[src/rtl/des_key_schedule_if.sv]
// Handshake bundle for des_key_schedule.
//   Key side    : key_valid/key_ready carry a 64-bit key and a decrypt flag; abort flushes.
//   Subkey side : subkey_valid/subkey_ready carry a 48-bit subkey, its issue position
//                 (round_idx) and a last flag; busy mirrors the RUN state.
// The slave modport belongs to the key-schedule block. The master modport is for the
// producer/consumer driving it.
interface des_key_schedule_if;
  logic        key_valid;
  logic        key_ready;
  logic [63:0] key;
  logic        decrypt;
  logic        abort;
  logic        subkey_valid;
  logic        subkey_ready;
  logic [47:0] subkey;
  logic [3:0]  round_idx;
  logic        last;
  logic        busy;

  modport master (
    output key_valid, key, decrypt, abort, subkey_ready,
    input  key_ready, subkey_valid, subkey, round_idx, last, busy
  );

  modport slave (
    input  key_valid, key, decrypt, abort, subkey_ready,
    output key_ready, subkey_valid, subkey, round_idx, last, busy
  );
endinterface

[src/rtl/des_key_schedule.sv]
// Iterative DES key schedule. One 64-bit key is accepted in IDLE. In RUN the block
// then issues the sixteen 48-bit round subkeys, one per handshake: K1..K16 for
// encrypt and K16..K1 for decrypt.
//   clk   : rising-edge clock
//   rst_n : asynchronous active-low reset
//   ks_io : key/subkey handshake bundle (slave side)
// C/D hold the rotated PC-1 halves. The subkey is PC-2 of the C/D registers only.
module des_key_schedule (
  input  logic                 clk,
  input  logic                 rst_n,
  des_key_schedule_if.slave    ks_io
);

  typedef enum logic [0:0] {StIdle, StRun} state_e;

  // DES bit numbers: 1 is the MSB of the key and of the concatenated C/D.
  localparam int unsigned Pc1Tbl [56] = '{
    57, 49, 41, 33, 25, 17,  9,  1, 58, 50, 42, 34, 26, 18,
    10,  2, 59, 51, 43, 35, 27, 19, 11,  3, 60, 52, 44, 36,
    63, 55, 47, 39, 31, 23, 15,  7, 62, 54, 46, 38, 30, 22,
    14,  6, 61, 53, 45, 37, 29, 21, 13,  5, 28, 20, 12,  4
  };

  localparam int unsigned Pc2Tbl [48] = '{
    14, 17, 11, 24,  1,  5,  3, 28, 15,  6, 21, 10,
    23, 19, 12,  4, 26,  8, 16,  7, 27, 20, 13,  2,
    41, 52, 31, 37, 47, 55, 30, 40, 51, 45, 33, 48,
    44, 49, 39, 56, 34, 53, 46, 42, 50, 36, 29, 32
  };

  state_e      state_q, state_d;
  logic [27:0] c_q, c_d, d_q, d_d;
  logic [3:0]  idx_q, idx_d;
  logic        mode_q, mode_d;

  logic [55:0] pc1_out;
  logic [55:0] cd;
  logic [47:0] pc2_out;
  logic        rot_one;

  // PC-1: pure wiring from the key port.
  always_comb begin
    pc1_out = '0;
    for (int i = 0; i < 56; i++) begin
      pc1_out[6'(55 - i)] = ks_io.key[6'(64 - Pc1Tbl[i])];
    end
  end

  // PC-2: pure wiring from the C/D registers.
  assign cd = {c_q, d_q};
  always_comb begin
    pc2_out = '0;
    for (int i = 0; i < 48; i++) begin
      pc2_out[6'(47 - i)] = cd[6'(56 - Pc2Tbl[i])];
    end
  end

  // Single-step positions are the same in both modes. For encrypt the next shift is
  // S[idx+1] and for decrypt it is S[15-idx]. Both are 1 exactly when idx is 0, 7 or 14.
  assign rot_one = (idx_q == 4'd0) || (idx_q == 4'd7) || (idx_q == 4'd14);

  always_comb begin
    state_d = state_q;
    c_d     = c_q;
    d_d     = d_q;
    idx_d   = idx_q;
    mode_d  = mode_q;
    if (ks_io.abort) begin
      state_d = StIdle;
      idx_d   = 4'd0;
    end else begin
      unique case (state_q)
        StIdle: begin
          if (ks_io.key_valid) begin
            // Encrypt preloads the first left shift so that K1 appears immediately.
            // Decrypt starts unrotated because a total shift of 28 gives K16.
            if (ks_io.decrypt) begin
              c_d = pc1_out[55:28];
              d_d = pc1_out[27:0];
            end else begin
              c_d = {pc1_out[54:28], pc1_out[55]};
              d_d = {pc1_out[26:0], pc1_out[27]};
            end
            mode_d  = ks_io.decrypt;
            idx_d   = 4'd0;
            state_d = StRun;
          end
        end
        StRun: begin
          if (ks_io.subkey_ready) begin
            if (idx_q == 4'd15) begin
              state_d = StIdle;
              idx_d   = 4'd0;
            end else begin
              idx_d = idx_q + 4'd1;
              if (mode_q) begin
                c_d = rot_one ? {c_q[0], c_q[27:1]} : {c_q[1:0], c_q[27:2]};
                d_d = rot_one ? {d_q[0], d_q[27:1]} : {d_q[1:0], d_q[27:2]};
              end else begin
                c_d = rot_one ? {c_q[26:0], c_q[27]} : {c_q[25:0], c_q[27:26]};
                d_d = rot_one ? {d_q[26:0], d_q[27]} : {d_q[25:0], d_q[27:26]};
              end
            end
          end
        end
        default: state_d = StIdle;
      endcase
    end
  end

  always_ff @(posedge clk or negedge rst_n) begin
    if (!rst_n) begin
      state_q <= StIdle;
      c_q     <= '0;
      d_q     <= '0;
      idx_q   <= 4'd0;
      mode_q  <= 1'b0;
    end else begin
      state_q <= state_d;
      c_q     <= c_d;
      d_q     <= d_d;
      idx_q   <= idx_d;
      mode_q  <= mode_d;
    end
  end

  assign ks_io.key_ready    = (state_q == StIdle);
  assign ks_io.subkey_valid = (state_q == StRun);
  assign ks_io.busy         = (state_q == StRun);
  assign ks_io.subkey       = pc2_out;
  assign ks_io.round_idx    = idx_q;
  assign ks_io.last         = (state_q == StRun) && (idx_q == 4'd15);

endmodule

[src/flat_wrapper.sv]
// flat-port wrapper written by rule: the top's interface ports become plain ports
module des_key_schedule_flat 
  (clk, rst_n, ks_io_key_valid, ks_io_key, ks_io_decrypt, ks_io_abort, ks_io_subkey_ready, ks_io_key_ready, ks_io_subkey_valid, ks_io_subkey, ks_io_round_idx, ks_io_last, ks_io_busy);
  des_key_schedule_if ks_io_i ();
  input  logic clk;
  input  logic rst_n;
  input wire logic [$bits(ks_io_i.key_valid)-1:0] ks_io_key_valid;
  input wire logic [$bits(ks_io_i.key)-1:0] ks_io_key;
  input wire logic [$bits(ks_io_i.decrypt)-1:0] ks_io_decrypt;
  input wire logic [$bits(ks_io_i.abort)-1:0] ks_io_abort;
  input wire logic [$bits(ks_io_i.subkey_ready)-1:0] ks_io_subkey_ready;
  output wire logic [$bits(ks_io_i.key_ready)-1:0] ks_io_key_ready;
  output wire logic [$bits(ks_io_i.subkey_valid)-1:0] ks_io_subkey_valid;
  output wire logic [$bits(ks_io_i.subkey)-1:0] ks_io_subkey;
  output wire logic [$bits(ks_io_i.round_idx)-1:0] ks_io_round_idx;
  output wire logic [$bits(ks_io_i.last)-1:0] ks_io_last;
  output wire logic [$bits(ks_io_i.busy)-1:0] ks_io_busy;
  assign ks_io_i.key_valid = ks_io_key_valid;
  assign ks_io_i.key = ks_io_key;
  assign ks_io_i.decrypt = ks_io_decrypt;
  assign ks_io_i.abort = ks_io_abort;
  assign ks_io_i.subkey_ready = ks_io_subkey_ready;
  assign ks_io_key_ready = ks_io_i.key_ready;
  assign ks_io_subkey_valid = ks_io_i.subkey_valid;
  assign ks_io_subkey = ks_io_i.subkey;
  assign ks_io_round_idx = ks_io_i.round_idx;
  assign ks_io_last = ks_io_i.last;
  assign ks_io_busy = ks_io_i.busy;
  des_key_schedule u_core (.clk(clk), .rst_n(rst_n), .ks_io(ks_io_i));
endmodule
[config.mk]
export PLATFORM = sky130hd
export DESIGN_NAME = des_key_schedule_flat
export DESIGN_NICKNAME = d
export VERILOG_FILES = /design/src/rtl/des_key_schedule_if.sv /design/src/rtl/des_key_schedule.sv /design/src/flat_wrapper.sv
export SDC_FILE = /design/constraint.sdc
export NUM_CORES = 1
export LEC_CHECK = 0
export CAP_MARGIN = 10
export CORE_MARGIN = 3
export CORE_UTILIZATION = 40
export CTS_BUF_LIST = sky130_fd_sc_hd__clkbuf_4 sky130_fd_sc_hd__clkbuf_8 sky130_fd_sc_hd__clkbuf_16
export CTS_CLUSTER_DIAMETER = 80
export DETAILED_ROUTE_END_ITERATION = 12
export PLACE_DENSITY = 0.67
export SYNTH_ARGS = -nofsm -noshare
export SYNTH_HDL_FRONTEND = slang
export SYNTH_SLANG_ARGS = --single-unit
export TNS_END_PERCENT = 1
[constraint.sdc]
create_clock -name clk -period 2.7 [get_ports clk]
set_clock_uncertainty 0.1 [all_clocks]
set_input_delay 0.54 -clock clk [delete_from_list [all_inputs] [get_ports clk]]
set_output_delay 0.54 -clock clk [all_outputs]
set_load 0.02 [all_outputs]
==> metrics.md <==
| Metric | Value |
|---|---|
| Mean post-synth cell area | 7.895 sq um |
| R2R depth | 6 |
| Top-area cell type share of the netlist area | 31.24% |
| Leak pwr | 2.547 nW |
| Largest net degree at the start of global routing | 44 |
| TritonCTS clock tree | yes |
| Synth cell count leaders | nand2_1 (110), a21oi_1 (85), dfrtp_1 (62), buf_4 (51), nor2_1 (39) |
| Reg2reg start | u_core.ks_io.round_idx[1] |
| Cts hold-fix bufs | 0 |
| Final period util | 89.17% |
| Ys Warns | 0 |
| Unrepaired setup endpoints after global routing | false |
| Crit path DAT | 1.77 ns |
| Gpl congestion | 0.8591 |
| Root buffer cell | clkbuf_16 |
| CP required | 2.06 ns |
| FFs w/ async S/R, synth | 100.0% |
| CP startpoint kind | flop |
| WL final | 14,480 um |
| Fin. Hold Viols | 0 |
| Routed wire per std cell | 17.28 um |
| Cell variety after synth | 55 |
| Main synth FF type | dfrtp_1 |
| Sequential share of the synthesized area | 31.24% |
| DRT iter0 DRCs | 487 |
| Post-CTS Resized | 1 |
| First-pass GRT wire length | 24,360 um |
| Vias in the first global route | 4,889 |
| Slowest-stage cell, CP | clkdlybuf4s50_1 |
| Fillers | 1,160 |
| Highest clock rate | 415.4 MHz |
| Yosys reg bits | 62 |
| Full die area | 13,790 sq um |
| Final Max Tran Viols | 0 |
| TNS Setup | 0 ns |
| Inserted Diodes | 0 |
| Min Tclk post-route | 2.407 ns |
| Cell area after synthesis | 4966 sq um |
| Postcts setup bufs | 0 |
| CTS sink count | 62 |
| Crit. End Element | primary output |
| Actual slew at the worst max-slew pin | 0.5212 ns |
| Number of placed I/O pins | 126 |
| Starting Density | 41.17% |
| Hold slack | 0.07807 ns |
| Number of H-tree levels | 3 |
| Worst vdd ir | 0.2354 mV |
| Post-Synthesis Cells | 629 |
| Vias | 4,988 |
| Worst min path class | input port to async pin |
| Drt first pass iters | 6 |
| CTS Buf Count | 9 |
| Highest net fanout along the worst path | 14 |
| Setup violators final | 0 |
| Slew headroom | 65.17% |
| # rows | 40 |
| Flop2flop setup slack | 0.31 ns |
| RR Endpoint | u_core.c_q[3] |
| Run status | complete, no violations |
| Area Growth Syn to Fin | 20.84% |
| Max stage delay on crit path | 0.62 ns |
| Initial antenna violation count | 0 |
| Final net count | 738 |
| Layout cells sized above 1 | 10.60% |
| Longest Clk Path Bufs | 2 |
| Final ANT Viol Nets | 0 |
| Number of synthesized flops with an enable pin | 0 |
| Die height | 117.4 um |
| Clock latency on the worst-skew pair | 0.33 ns |
| DP HPWL | 10,060 um |
| Power density cells | 651.9 nW/um^2 |
| WS Path Type | flop to primary output |
| Overflow after GRT | 0 |
| Synth area leader | dfrtp_1 |
| Die extent in x | 117.4 um |
| Via/cell ratio | 5.952 |
| Crit-path cells | buf_4 > clkdlybuf4s50_1 |
| Max-cap violation count | 0 |
| Clock Pin Slew Worst Setup and Hold Paths | 0.05 ns |
| IO buf count | 77 |
| Core Box Area | 12,060 sq um |
| Synth area leaders | dfrtp_1 (31%), a21oi_1 (8.6%), nand2_1 (8.3%) |
| Gr usage total | 20.81% |
| DR DRC count | 0 |
| Top-count cell post-synth | nand2_1 |
-- worst max-delay path by stage --
stage	from	endpoint	slack, ns	depth (start not counted)
global placement	ks_io_abort	u_core.d_q[9]	0.22	6
finish	u_core.ks_io.busy	ks_io_subkey_valid	0.29	2
global route	u_core.ks_io.round_idx[0]	u_core.c_q[3]	0.15	7
CTS	u_core.ks_io.round_idx[1]	ks_io_last	0.04	4
detailed placement	ks_io_abort	u_core.d_q[10]	0.14	6
floorplan	u_core.ks_io.round_idx[0]	u_core.c_q[20]	0.51	9
-- cell type report --
type / count / area [sq um] / area share [%]
repair buffers: 103 / 1021 / 17.01
inverters: 9 / 33.78 / 0.5630
flip-flops and latches: 62 / 1551 / 25.85
multi-input cells: 480 / 2850 / 47.50
clock buffers: 11 / 252.7 / 4.212
well taps: 168 / 210.2 / 3.503
clock inverters: 5 / 81.33 / 1.355
-- cell usage in the layout (no fill, tap or decap), types with 3 or more instances in the layout --
| master | instances |
|---|---|
| buf_12 | 5 |
| inv_1 | 7 |
| o21ai_0 | 16 |
| a21oi_1 | 85 |
| nand3_1 | 9 |
| a21o_1 | 3 |
| a211o_1 | 21 |
| o211ai_1 | 4 |
| nor2b_1 | 4 |
| clkbuf_16 | 9 |
| a31o_1 | 7 |
| nand2_1 | 110 |
| mux2_2 | 8 |
| buf_4 | 21 |
| dfrtp_1 | 62 |
| a31o_2 | 7 |
| and2_1 | 5 |
| and3_1 | 4 |
| nor3_1 | 9 |
| mux2i_1 | 31 |
| o31a_1 | 4 |
| clkdlybuf4s50_1 | 74 |
| a211oi_1 | 18 |
| conb_1 | 16 |
| o22ai_1 | 25 |
| nand4b_1 | 3 |
| nor2_1 | 39 |
| a31oi_1 | 18 |
-- report_power, final --
| part | switching, W | internal [W] |
|---|---|---|
| sequential | 0.000219 | 0.00108 |
| combinational | 0.000708 | 0.000601 |
| clock | 0.000444 | 0.000858 |
-- state kept, by name (all words and copies together), names as in the netlist --
register / cells
u_core.c_q: 28
u_core.d_q: 28
u_core.ks_io.busy: 1
u_core.ks_io.round_idx: 4
u_core.mode_q: 1
-- metrics by stage --
stage / total power (W) / worst slack (ns) / instances / area [sq um] / utilization [%]
floorplan: 0.002228 / 0.5068 / 644 / 5022 / -
global placement: 0.002582 / 0.2173 / 822 / 5662 / 46.94
finish: 0.003912 / 0.2925 / 838 / 6001 / 49.75
detailed placement: 0.002609 / 0.1381 / 822 / 5662 / 46.94
global route: 0.004104 / 0.1521 / 838 / 6001 / 49.75
CTS: 0.003920 / 0.03804 / 838 / 5998 / 49.73
-- cells by family (layout without fill, tap and decap cells) --
family / after synthesis / in the layout / synth area share, %
simple gates: 193 / 193 / 17.06
other cells: 1 / 16 / 0.07551
compound gates: 228 / 228 / 29.96
buf+inv: 102 / 128 / 12.55
fa+ha+maj: 3 / 3 / 0.7559
mux: 40 / 40 / 8.365
flops: 62 / 62 / 31.24
-- layer usage --
layer,up-vias,GRT usage [%],part of all wire [%]
met2,228,33.85,47
li1,2330,-,-
met5,-,0,0
met1,2411,28.30,45
met4,0,6.672,1.3
met3,19,3.568,6.7
-- critical path, delay by kind of cell (launching register included) --
family / cells / cell delay (ns)
buffers and inverters: 2 / 0.88
flip-flops: 1 / 0.55
Note: power is estimated with default switching activity, not from simulation.
